[config.mk]
export PLATFORM = sky130hd
export DESIGN_NAME = map_restore_engine
export DESIGN_NICKNAME = d
export VERILOG_FILES = /design/src/rtl/map_restore_engine.sv
export SDC_FILE = /design/constraint.sdc
export NUM_CORES = 1
export LEC_CHECK = 0
export BUFFER_PORTS_ARGS = -buffer_cell sky130_fd_sc_hd__buf_2
export CAP_MARGIN = 20
export CORE_AREA = 2 2 200 202
export DETAILED_ROUTE_END_ITERATION = 8
export DIE_AREA = 0 0 202 204
export PLACE_DENSITY = 0.49
export SYNTH_ARGS = -nofsm -noshare
export SYNTH_HDL_FRONTEND = slang
export SYNTH_SLANG_ARGS = --single-unit
[constraint.sdc]
create_clock -name CLOCK_50 -period 6.3 [get_ports CLOCK_50]
set_input_delay 0.63 -clock CLOCK_50 [delete_from_list [all_inputs] [get_ports CLOCK_50]]
set_output_delay 0.63 -clock CLOCK_50 [all_outputs]
set_load 0.03 [all_outputs]
[src/rtl/map_restore_engine.sv]
// map_restore_engine
// Copies the pristine map ROM into map_RAM port B, one row per cycle, and
// counts pill tiles on the way. While idle, map_RAM_writer drives port B
// straight through with no added latency.
module map_restore_engine #(
  parameter int                ROWS      = 30,
  parameter int                COLS      = 40,
  parameter int                TILE_W    = 4,
  parameter int                ADDR_W    = 5,
  parameter logic [TILE_W-1:0] PILL_CODE = 4'h1,
  parameter int                COUNT_W   = 11
) (
  input  logic                     CLOCK_50,
  input  logic                     reset_n,
  input  logic                     start,
  output logic [ADDR_W-1:0]        rom_addr,
  input  logic [COLS*TILE_W-1:0]   rom_q,
  input  logic                     wr_req_in,
  input  logic [ADDR_W-1:0]        wr_addr_in,
  input  logic [COLS*TILE_W-1:0]   wr_data_in,
  output logic                     ram_wren,
  output logic [ADDR_W-1:0]        ram_addr,
  output logic [COLS*TILE_W-1:0]   ram_data,
  output logic                     busy,
  output logic                     done,
  output logic [COUNT_W-1:0]       pill_total
);

  localparam logic [ADDR_W-1:0] LAST_ROW = ADDR_W'(ROWS - 1);
  // Leaf count of the pill adder tree, padded up to a power of two
  localparam int NPAD = 1 << $clog2(COLS);

  typedef enum logic [1:0] {
    ST_IDLE,
    ST_PRIME,
    ST_STREAM,
    ST_FINISH
  } state_t;

  state_t               r_state;
  logic [ADDR_W-1:0]    r_rom_addr;
  logic [ADDR_W-1:0]    r_row_idx;
  logic [COUNT_W-1:0]   r_acc;
  logic                 r_busy;
  logic                 r_done;
  logic [COUNT_W-1:0]   r_pill_total;

  logic [COUNT_W-1:0]   w_tree [0:2*NPAD-2];
  logic [COUNT_W-1:0]   w_row_count;
  logic [ADDR_W-1:0]    w_rom_addr_inc;

  // Leaves: one flag per tile field of the current ROM row; padding leaves are zero
  genvar gi;
  generate
    for (gi = 0; gi < NPAD; gi++) begin : g_leaf
      if (gi < COLS) begin : g_tile
        assign w_tree[NPAD-1+gi] =
          (rom_q[gi*TILE_W +: TILE_W] == PILL_CODE) ? COUNT_W'(1) : '0;
      end else begin : g_pad
        assign w_tree[NPAD-1+gi] = '0;
      end
    end
    // Internal nodes: node n sums its two children 2n+1 and 2n+2
    for (gi = 0; gi < NPAD - 1; gi++) begin : g_node
      assign w_tree[gi] = w_tree[2*gi+1] + w_tree[2*gi+2];
    end
  endgenerate

  assign w_row_count = w_tree[0];

  // ROM row pointer runs one ahead of the row being written and parks on the last row
  assign w_rom_addr_inc = (r_rom_addr == LAST_ROW) ? LAST_ROW : r_rom_addr + ADDR_W'(1);

  // Restore sequencer: IDLE -> PRIME (ROM latency) -> STREAM (one row/cycle) -> FINISH
  always_ff @(posedge CLOCK_50) begin
    if (!reset_n) begin
      r_state      <= ST_IDLE;
      r_rom_addr   <= '0;
      r_row_idx    <= '0;
      r_acc        <= '0;
      r_busy       <= 1'b0;
      r_done       <= 1'b0;
      r_pill_total <= '0;
    end else begin
      r_done <= 1'b0;
      case (r_state)
        ST_IDLE: begin
          if (start) begin
            r_state    <= ST_PRIME;
            r_rom_addr <= '0;
            r_row_idx  <= '0;
            r_acc      <= '0;
            r_busy     <= 1'b1;
          end
        end
        ST_PRIME: begin
          // Row 0 data arrives next cycle; request row 1 now
          r_rom_addr <= w_rom_addr_inc;
          r_row_idx  <= '0;
          r_state    <= ST_STREAM;
        end
        ST_STREAM: begin
          r_acc      <= r_acc + w_row_count;
          r_rom_addr <= w_rom_addr_inc;
          if (r_row_idx == LAST_ROW) begin
            // busy drops and done rises together so done marks the first non-busy cycle
            r_state      <= ST_FINISH;
            r_busy       <= 1'b0;
            r_done       <= 1'b1;
            r_pill_total <= r_acc + w_row_count;
          end else begin
            r_row_idx <= r_row_idx + ADDR_W'(1);
          end
        end
        ST_FINISH: begin
          r_state <= ST_IDLE;
        end
        default: begin
          r_state <= ST_IDLE;
        end
      endcase
    end
  end

  // Port-B mux: writer passes through when idle; engine owns the port otherwise
  always_comb begin
    ram_wren = 1'b0;
    ram_addr = r_row_idx;
    ram_data = rom_q;
    case (r_state)
      ST_IDLE: begin
        ram_wren = wr_req_in;
        ram_addr = wr_addr_in;
        ram_data = wr_data_in;
      end
      ST_STREAM: begin
        ram_wren = 1'b1;
      end
      default: begin
        ram_wren = 1'b0;
      end
    endcase
  end

  assign rom_addr   = r_rom_addr;
  assign busy       = r_busy;
  assign done       = r_done;
  assign pill_total = r_pill_total;

endmodule
==> summary.txt, run 1 <==
Outcome
  • Status: completed

GRT
  • Vias in the first global route: 6,445
  • Tot GR Track Use: 0.144
  • Initial antenna violation count: 37
  • GR Overflow Total: 0
  • First-pass GRT wire length: 43,100 um
  • Largest net degree at the start of global routing: 77

Floorplanning
  • Die area: just over 40,000 um^2
  • DIE HEIGHT: approximately 200 um
  • Initial Util: 0.143
  • Standard-cell rows: 73
  • Io pins: just over 500
  • Total core area: 39,200 um^2
  • Die width: approximately 200 um

Critical path
  • Reg2Reg Depth: 16
  • Crit path kind: in2reg
  • Worst path required time: roughly 6.5 ns
  • Reg-to-reg endpoint: pill_total[6]
  • R2R Path Start: r_acc[0]
  • CP Launch Type: input port
  • End of the critical path: pill_total[6]
  • CP Max Fanout: 3
  • Arrival time worst endpoint: 6.28 ns
  • R2r setup slk: 0.93 ns
  • Worst setup EP type: flip-flop
  • CP Launch Point: rom_q[125]

Timing
  • Final Max Slew Viols: 0
  • Period utilization: 0.964
  • Slew @ Worst Pin: roughly 0.94 ns
  • Final setup viols: 0
  • Min Clock Period, post-route: about 6.1 ns
  • Final hold violation count: 0
  • Fmax: ~0.16 GHz
  • Rel. slew slack: 0.357
  • Worst Skew: between 0.007 and 0.008 ns

Cells and area
  • # fillers: ~4,300
  • Layout cells sized above 1: 0.668
  • Fin nets: around 1,500
  • Reg area: around 700 um^2
  • Area grow syn2layout: 67.0%
  • Post-route cell area: about 9300 um^2
  • Area occupied by multi-input gates: 4610 um^2

Clocking
  • CTS tree: built
  • Clk_lat worst skew: between 0.2 and 0.3 ns
  • Root Buffer: clkbuf_16
  • CTS clock-pin slew for the worst setup and hold paths: roughly 0.06 ns
  • CTS sink count: 36
  • # H-tree levels: 2
  • Max Buffers Root-to-Sink: 2
  • CTS Buf Count: 5

Job
  • MaxCap Viol Count: 0

Synth
  • Top post-synthesis cells by area: mux2_2 (33%), fa_1 (13%), dfxtp_1 (13%)
  • Unique masters post-synth: between 40 and 50
  • Most instantiated cells after synthesis: mux2_2 (164), inv_1 (75), ha_1 (44), nor4b_1 (40), fa_1 (37)
  • Post-synthesis sequential area ratio: 0.129
  • Syn_area_per_cell: approximately 9.4 um^2
  • Synth area leader: mux2_2
  • Top_reg_cell synth: dfxtp_1
  • Synth Register Bits: 36
  • Most frequent cell after synthesis: mux2_2
  • Post-synthesis cell count: roughly 600
  • Net Count, Synth: ~1,000
  • Top-area cell type share of the netlist area: 0.331
  • Synth async-reset ratio: 0
  • Post-synth EDFFs: 0
  • YS warnings: 0
  • Post-Syn Area: about 5600 um^2

Place
  • Routability cong.: 0.839
  • Dpl hpwl: 29,200 um
  • Dpl cell area: approximately 9000 um^2
  • Number of port buffers: a little over 500

Route
  • Iteration-0 DRC Markers: around 400
  • Routed Wire Length: roughly 32,000 um
  • Post-route ant nets: 0
  • Vias per cell: ~4
  • DRC Markers: 0
  • Detailed Routing Iterations Pass 1: 4
  • Via count: about 6,700
  • WL/cell: slightly below 20 um

Power and ir drop
  • Pwr Total: around 0.0034 W
  • Max VDD drop: about 240 uV
  • Leakage: around 4.6 nW
  • Power density over the cells: around 360 nW/um^2

Worst hold path
  • Hold Crit Class: reg2reg
[registers in the layout, summed over array words and instances (netlist names)]
name	flops
rom_addr	5
pill_total	11
done	1
busy	1
r_state	2
r_row_idx	5
r_acc	11
[worst min-delay path by stage]
stage / start / endpoint / slack, ns / cells past startpoint
2_1_floorplan: r_acc[5] / r_acc[5] / 0.45 / 2
3_3_place_gp: pill_total[9] / pill_total[9] / 0.44 / 2
3_5_place_dp: pill_total[4] / pill_total[4] / 0.45 / 2
4_1_cts: pill_total[4] / pill_total[4] / 0.45 / 2
5_1_grt: pill_total[4] / pill_total[4] / 0.48 / 2
6_report: pill_total[4] / pill_total[4] / 0.45 / 2
[cell families after synthesis]
kind of cell    synth area share
compound gates            0.0755
simple gates               0.140
fa+ha+maj                  0.231
mux                        0.332
flops                      0.129
xor+xnor                  0.0173
buf+inv                   0.0744
[where the power goes]
part | switching (W) | total, W | internal [W] | leakage, nW
sequential | 0.0000172 | 0.000263 | 0.000246 | 0.291
combinational | 0.00178 | 0.00287 | 0.00109 | 4.23
clock | 0.0000973 | 0.000253 | 0.000156 | 0.0768
total | 0.00189 | 0.00338 | 0.00149 | 4.60
[per-stage QoR]
| stage | hold WS, ns | instances | TNS (ns) | setup slack [ns] | utilization |
|---|---|---|---|---|---|
| floorplan | 0.451 | 593 | 0 | 0.146 | - |
| global placement | 0.442 | 1640 | -5.28 | -0.682 | 0.229 |
| detailed placement | 0.447 | 1640 | -4.42 | -0.601 | 0.229 |
| CTS | 0.454 | 1648 | 0 | 0.0192 | 0.235 |
| global route | 0.482 | 1653 | -0.0132 | -0.00699 | 0.237 |
| finish | 0.454 | 1668 | 0 | 0.229 | 0.238 |
[metal layers]
layer / share of wire / GRT usage / vias up
met1: 0.39 / 0.175 / 3116
met2: 0.45 / 0.224 / 301
met4: 0.012 / 0.0239 / 22
met5: 0.0044 / 0 / -
li1: - / - / 3209
met3: 0.15 / 0.0820 / 37
[layout by cell type (no fill, tap or decap), types with 4 or more instances in the layout]
cell,n
nor4b_1,30
nor4b_4,4
clkbuf_16,5
diode_2,20
nand3_1,11
fa_1,34
nor4b_2,6
buf_2,512
dfxtp_1,36
nor2_1,25
ha_1,41
a21oi_1,25
o21ai_0,15
a211oi_1,6
nand4_1,10
buf_4,36
nand2_1,25
inv_1,72
a22oi_1,4
xor2_1,7
nand2b_1,6
mux2_2,164
[worst max-delay path: stages]
cell and delay (ns):
buf_2 0.11, nor4b_1 0.36, ha_1 0.32, fa_2 0.58
fa_1 0.45, fa_1 0.55, inv_1 0.05, fa_1 0.54
fa_1 0.43, fa_1 0.48, fa_2 0.39, fa_2 0.36
nand2b_4 0.17, a211oi_4 0.27, and2b_2 0.27, xor2_2 0.15
o21ai_0 0.16
[layout make-up]
cell class | count | share of cell area
Multi-Input combinational cell | 454 | 0.495
Sequential cell | 36 | 0.0773
Clock buffer | 6 | 0.0149
Tap cell | 525 | 0.0704
Clock inverter | 2 | 0.00107
Inverter | 76 | 0.0306
Antenna cell | 20 | 0.00536
Timing Repair Buffer | 549 | 0.306
[what timing repair did]
item	in CTS	in global routing
hold buffers	0	0
setup endpoints to repair	8	6
buffers inserted	0	0
pin swaps	4	5
resized for setup	10	17
Note: power is estimated with default switching activity, not from simulation.
==> inputs of run 2 (changes only) <==
==> constraint.sdc (replaced) <==
create_clock -name CLOCK_50 -period 6.3 [get_ports CLOCK_50]
set_input_delay 1.26 -clock CLOCK_50 [delete_from_list [all_inputs] [get_ports CLOCK_50]]
set_output_delay 1.26 -clock CLOCK_50 [all_outputs]
set_load 0.03 [all_outputs]
==> run 2 against run 1 <==
- sequential share of layout area fell by 0.39 points
- non-clock buffer count rose by 9
- final area rose by 5.3%
- the run now ends with setup timing left
- hold slack improved by 0.0020 ns
- largest cell class unchanged
- combinational power rose by 1%
- sequential power barely moved
- wire length rose by 6.0%
==> summary.txt, run 2 (synthesis gave the netlist of run 1 again) <==
GRT
  • GR Overflow Total: 0 (unchanged)
  • Initial antenna violation count: 42 (+14%)
  • First-pass GRT wire length: 45,700 um (+5.9%)
  • Tot GR Track Use: 0.153 (+0.00855)
  • Vias in the first global route: 6,703 (+4.0%)
  • Largest net degree at the start of global routing: 102 (+32%)

Place
  • Dpl hpwl: 30,500 um (+4.5%)
  • Routability cong.: 0.859 (+2.4%)
  • Number of port buffers: 512 (unchanged)

Power and ir drop
  • Leakage: 4.72 nW (+2.7%)
  • Power density over the cells: 348 nW/um^2 (-4.0%)
  • Max VDD drop: 253 uV (+4.7%)

Route
  • Detailed Routing Iterations Pass 1: 4 (unchanged)
  • DRC Markers: 0 (unchanged)
  • Iteration-0 DRC Markers: 277 (-32%)
  • WL/cell: 20.3 um (+5.3%)
  • Vias per cell: 4.07 (+1.6%)
  • Post-route ant nets: 0 (unchanged)
  • Via count: 6,838 (+2.3%)
  • Routed Wire Length: 34,000 um (+6.0%)

Timing
  • Hold_ws: 0.456 ns (+0.00198 ns)
  • Final setup viols: 8 (+8)
  • Final Max Slew Viols: 0 (unchanged)
  • Worst Skew: 0.00444 ns (-0.00350 ns)
  • Slew @ Worst Pin: 0.995 ns (+0.0579 ns)
  • Period utilization: 1.04 (+0.0766)
  • Final hold violation count: 0 (unchanged)
  • Fmax: 0.153 GHz (-7.4%)
  • Worst setup margin: -0.254 ns (-0.483 ns)
  • Rel. slew slack: 0.337 (-0.0207)
  • Min Clock Period, post-route: 6.55 ns (+0.483 ns)
  • RSZ-0062 raised after global routing: true

Critical path
  • CP Launch Type: input port
  • Arrival time worst endpoint: 6.75 ns (+0.47 ns)
  • Worst path required time: 6.50 ns (about the same)
  • CP Max Fanout: 3 (unchanged)
  • R2R Path Start: r_acc[0]
  • Crit path kind: in2reg
  • R2r setup slk: 1.06 ns (+0.13 ns)
  • Worst setup EP type: flip-flop
  • CP Launch Point: rom_q[105]
  • Reg-to-reg endpoint: r_acc[10]
  • Reg2Reg Depth: 16 (unchanged)

Floorplanning
  • Die width: 202 um (unchanged)
  • Initial Util: 0.143 (unchanged)
  • Die area: 41,200 um^2 (unchanged)
  • DIE HEIGHT: 204 um (unchanged)
  • Io pins: 513 (unchanged)
  • Total core area: 39,200 um^2 (unchanged)
  • Standard-cell rows: 73 (unchanged)

Cells and area
  • Layout cells sized above 1: 0.714 (+0.0466)
  • Final Core Density: 0.251 (+0.0126)
  • Leading cell type in the layout, fill and taps excluded: buf_2
  • Fin nets: 1,541 (+0.59%)
  • Area grow syn2layout: 75.9%
  • Commonest non-fill, non-tap cells in the layout: buf_2 (508), mux2_2 (164), inv_1 (65), buf_4 (45)

Clocking
  • Clk_lat worst skew: 0.28 ns (about the same)
  • # H-tree levels: 2 (unchanged)
  • CTS Buf Count: 5 (unchanged)
  • CTS tree: built
  • Root Buffer: clkbuf_16
  • CTS sink count: 36 (unchanged)
  • Max Buffers Root-to-Sink: 2 (unchanged)
  • CTS clock-pin slew for the worst setup and hold paths: 0.06 ns (about the same)

Outcome
  • Status: finished with violations
  • Violated checks: setup timing

Worst hold path
  • Hold Path Cell Cnt: 2 (unchanged)
  • Hold endpoint: pill_total[9]
  • Hold Startpoint: pill_total[9]
  • Hold Crit Class: reg2reg

Job
  • MaxCap Viol Count: 0 (unchanged)
## run 2: cell types whose count changed in the layout (fill, tap and decap cells not counted), sizes merged
cell,before,now
clkinvlp,0,1
buf,549,558
diode,20,23
clkbuf,6,5
clkinv,3,2
## run 2: how the worst max path moves through the flow
stage / end / slack, ns / cells past startpoint
2_1_floorplan: r_acc[10] / -0.17 / 18
3_3_place_gp: r_acc[10] / -0.84 / 20
3_5_place_dp: r_acc[10] / -0.83 / 20
4_1_cts: r_acc[10] / -0.26 / 19
5_1_grt: r_acc[10] / -0.47 / 19
6_report: r_acc[10] / -0.25 / 19
## run 2: area by class of cell
type / instances / area [um^2]
clock inverters: 2 / 12.5
repair buffers: 558 / 2950
multi-input cells: 454 / 5010
fillers: 4282 / 29400
diodes: 23 / 57.6
inverters: 76 / 285
clock buffers: 5 / 125
well taps: 525 / 657
flip-flops and latches: 36 / 721
## run 2: critical path, cell delays in order
cell	delay, ns
buf_6	0.10
nor4b_4	0.28
ha_1	0.29
inv_2	0.07
fa_1	0.44
fa_1	0.52
inv_2	0.04
fa_1	0.53
inv_1	0.05
fa_1	0.45
fa_1	0.53
fa_1	0.44
fa_2	0.37
fa_2	0.37
nand2b_4	0.16
a211oi_4	0.30
o21ai_2	0.09
or3_1	0.35
a31oi_1	0.13
## run 2: metrics by stage
step	setup TNS [ns]	setup WS, ns	std cells	cell area, um^2	total power, W
2_1_floorplan	-0.538	-0.169	593	5720	0.00237
3_3_place_gp	-11.05	-0.844	1646	9160	0.00312
3_5_place_dp	-10.48	-0.827	1646	9160	0.00312
4_1_cts	-1.50	-0.262	1656	9480	0.00339
5_1_grt	-3.40	-0.470	1662	9780	0.00360
6_report	-1.31	-0.254	1679	9820	0.00342
## run 2: routing by layer
layer	wire length (um)	track usage	vias to the layer above
li1	-	-	3217
met1	13200	0.184	3213
met2	15300	0.240	322
met3	4480	0.0778	62
met4	869	0.0410	24
met5	174	0	-
## run 2: power by group
group          switching, W  total (W)  leakage [nW]  internal [W]
registers         0.0000187   0.000265         0.291      0.000246
clock network     0.0000979   0.000241        0.0658      0.000143
logic               0.00180    0.00291          4.36       0.00111
total               0.00191    0.00342          4.72       0.00150
## run 2: repair_timing
action / in CTS / in global routing
buffers inserted: 3 / 1
gates cloned: 0 / 0
pin swaps: 17 / 31
setup endpoints to repair: 16 / 18
hold buffers: 0 / 0
gates resized for setup: 31 / 52
==> inputs of run 3 (changes only) <==
- BUFFER_PORTS_ARGS: -buffer_cell sky130_fd_sc_hd__buf_2 -> -buffer_cell sky130_fd_sc_hd__buf_4
- CORE_AREA: 2 2 200 202 -> 2 2 201 203
- DIE_AREA: 0 0 202 204 -> 0 0 203 205
- PLACE_DENSITY: 0.49 -> 0.48
- clock period: 6.3 -> 7.3 ns (I/O delays scaled with it)
==> run 3 against run 2 <==
- the flow now finishes without violations
- combinational power shrank 5%
- wire length shrank 3.0%
- core utilization grew 1.6 points
- clock-buffer cell count grew 2
- sequential share of layout area shrank 0.47 points
- total power shrank 6.4%
- sequential power shrank 14%
- final cell count shrank 1.5%
- global-route usage shrank 0.57 points
- non-clock buffer count shrank 14
- register-to-register slack gained 0.74 ns
- die area grew 0.99%
- largest cell class unchanged
- largest power group unchanged
==> summary.txt, run 3 (synthesis gave the netlist of run 1 again) <==
Outcome
  • Status: completed

Place
  • Routability cong.: 0.818 (-4.8%)
  • Dpl hpwl: 29,900 um (-2.0%)
  • Number of port buffers: 512 (unchanged)
  • Worst slack, placed: -0.389 ns (+0.439 ns)

Clocking
  • CTS sink count: 36 (unchanged)
  • Root Buffer: clkbuf_16
  • Max Buffers Root-to-Sink: 2 (unchanged)
  • # H-tree levels: 2 (unchanged)
  • CTS Hold Bufs: 0 (unchanged)
  • CTS tree: built
  • CTS Buf Count: 5 (unchanged)
  • CTS clock-pin slew for the worst setup and hold paths: 0.06 ns (about the same)
  • Clk_lat worst skew: 0.28 ns (about the same)

GRT
  • Initial antenna violation count: 22 (-48%)
  • GR Overflow Total: 0 (unchanged)
  • Met3 GRT Util: 0.0697 (-0.00813)
  • Gr busiest metal: met2
  • Tot GR Track Use: 0.147 (-0.00568)
  • Largest net degree at the start of global routing: 101 (-0.98%)
  • Vias in the first global route: 6,747 (+0.66%)
  • First-pass GRT wire length: 44,600 um (-2.4%)
  • Met2 usage in global routing: 0.236 (-0.00339)
  • M1 GR Usage: 0.180 (-0.00413)

Floorplanning
  • Total core area: 39,400 um^2 (+0.47%)
  • Die area: 41,600 um^2 (+0.99%)
  • Die width: 203 um (+0.50%)
  • DIE HEIGHT: 205 um (+0.49%)
  • Io pins: 513 (unchanged)
  • Initial Util: 0.142 (-0.000661)
  • Standard-cell rows: 73 (unchanged)

Power and ir drop
  • Pwr Total: 0.00320 W (-6.4%)
  • Power density over the cells: 305 nW/um^2 (-12%)
  • Max VDD drop: 271 uV (+7.2%)
  • Leakage: 4.99 nW (+5.8%)

Timing
  • Worst setup margin: 0.276 ns (+0.530 ns)
  • Slew @ Worst Pin: 1.01 ns (+0.0165 ns)
  • Setup TNS: 0 ns (+1.31 ns)
  • Min Clock Period, post-route: about 7 ns
  • Worst Skew: 0.00395 ns (-0.000491 ns)
  • Final Max Slew Viols: 0 (unchanged)
  • Fmax: 0.142 GHz
  • Final setup viols: 0 (-8)
  • Period utilization: 0.962
  • Rel. slew slack: 0.306 (-0.0303)
  • Hold_ws: 0.456 ns (-0.000143 ns)
  • Final hold violation count: 0 (unchanged)
  • RSZ-0062 raised after global routing: false

Critical path
  • CP Max Fanout: 3 (unchanged)
  • R2R Path Start: r_acc[0]
  • CP most frequent cell: fa_1
  • Cell Chain, Critical Path: buf_4, nor4b_2, buf_4, ha_1, fa_2, fa_1, fa_1, inv_1, fa_1, fa_1, fa_1, fa_1, fa_1, nand2b_4, a211oi_4, and2b_2, xor2_1, o21ai_0
  • Arrival time worst endpoint: 7.19 ns (+0.44 ns)
  • Delay of the slowest cell on the worst path: 0.61 ns (+0.08 ns)
  • CP Launch Point: rom_q[118]
  • CP delay by family, top: adder cells
  • Worst setup EP type: flip-flop
  • Crit path kind: in2reg
  • Buf/Inv on CP: 3 (-1)
  • CP Launch Type: input port
  • Worst path required time: 7.46 ns (+0.96 ns)
  • CP max-delay cell: fa_2

Route
  • WL/cell: 20.0 um (-1.4%)
  • Detailed Routing Iterations Pass 1: 4 (unchanged)
  • Via count: 6,610 (-3.3%)
  • DRC Markers: 0 (unchanged)
  • Iteration-0 DRC Markers: 297 (+7.2%)
  • Vias per cell: 4.00 (-1.8%)
  • Post-route ant nets: 0 (unchanged)
  • Routed Wire Length: 33,000 um (-3.0%)

Job
  • MaxCap Viol Count: 0 (unchanged)

Cells and area
  • Leading cell type in the layout, fill and taps excluded: buf_4
  • Area grow syn2layout: 87.9%
  • Commonest non-fill, non-tap cells in the layout: buf_4 (543), mux2_2 (164), inv_1 (75), ha_1 (43)
  • Layout cells sized above 1: 0.658 (-0.0561)
  • Fin nets: 1,527 (-0.91%)

Worst hold path
  • Hold Crit Class: reg2reg
  • Hold Startpoint: pill_total[9]
-- run 3: cell count changes in the layout (fill, tap and decap cells not counted), moves of 4 or more --
cell	before	now
diode_2	23	10
ha_1	36	43
fa_1	27	36
fa_2	10	1
inv_2	10	0
nor4b_4	17	2
inv_1	65	75
buf_2	508	0
buf_4	45	543
xor2_2	4	0
xor2_1	4	8
nor4b_1	12	30
ha_4	8	1
-- run 3: cell type report --
| type | instances | area [um^2] |
|---|---|---|
| Clock buffer | 7 | 143 |
| Tap cell | 525 | 657 |
| Multi-Input combinational cell | 454 | 4560 |
| Clock inverter | 1 | 7.51 |
| Antenna cell | 10 | 25.0 |
| Inverter | 76 | 285 |
| Timing Repair Buffer | 544 | 4100 |
| Sequential cell | 36 | 721 |
| Fill cell | 4222 | 28900 |
-- run 3: per-layer routing --
| metal | routed length (um) | part of all wire |
|---|---|---|
| met1 | 13700 | 0.42 |
| met2 | 15400 | 0.47 |
| met3 | 3420 | 0.10 |
| met4 | 422 | 0.013 |
| met5 | 96 | 0.0029 |
-- run 3: report_power, final --
part / total (W) / switching (W) / internal (W)
clock network: 0.000223 / 0.0000867 / 0.000136
registers: 0.000228 / 0.0000159 / 0.000212
logic: 0.00275 / 0.00156 / 0.00119
total: 0.00320 / 0.00166 / 0.00154
-- run 3: repair_timing --
| item | CTS | global route |
|---|---|---|
| pin swaps | 1 | 5 |
| buffers inserted | 0 | 0 |
| gates resized for setup | 6 | 10 |
| endpoints found under the setup margin | 6 | 8 |
-- run 3: per-stage QoR --
step           instance area, um^2   util  instances
5_1_grt                      10500  0.266       1645
6_report                     10500  0.267       1653
3_5_place_dp                 10200  0.260       1635
3_3_place_gp                 10200  0.260       1635
2_1_floorplan                 5590      -        593
4_1_cts                      10400  0.264       1643
-- run 3: path summary, 6_finish.rpt --
check | to | depth (start not counted) | slack, ns
worst max-delay path | r_acc[6] | 18 | 0.28
worst min register to register | pill_total[9] | 2 | 0.46
worst max register to register | r_acc[6] | 16 | 1.80
worst min-delay path | pill_total[9] | 2 | 0.46
-- run 3: tightest hold or removal path, cell delays in order, from the launching register on --
cell     delay (ns)
dfxtp_1        0.31
nand2_1        0.05
a21oi_1        0.05
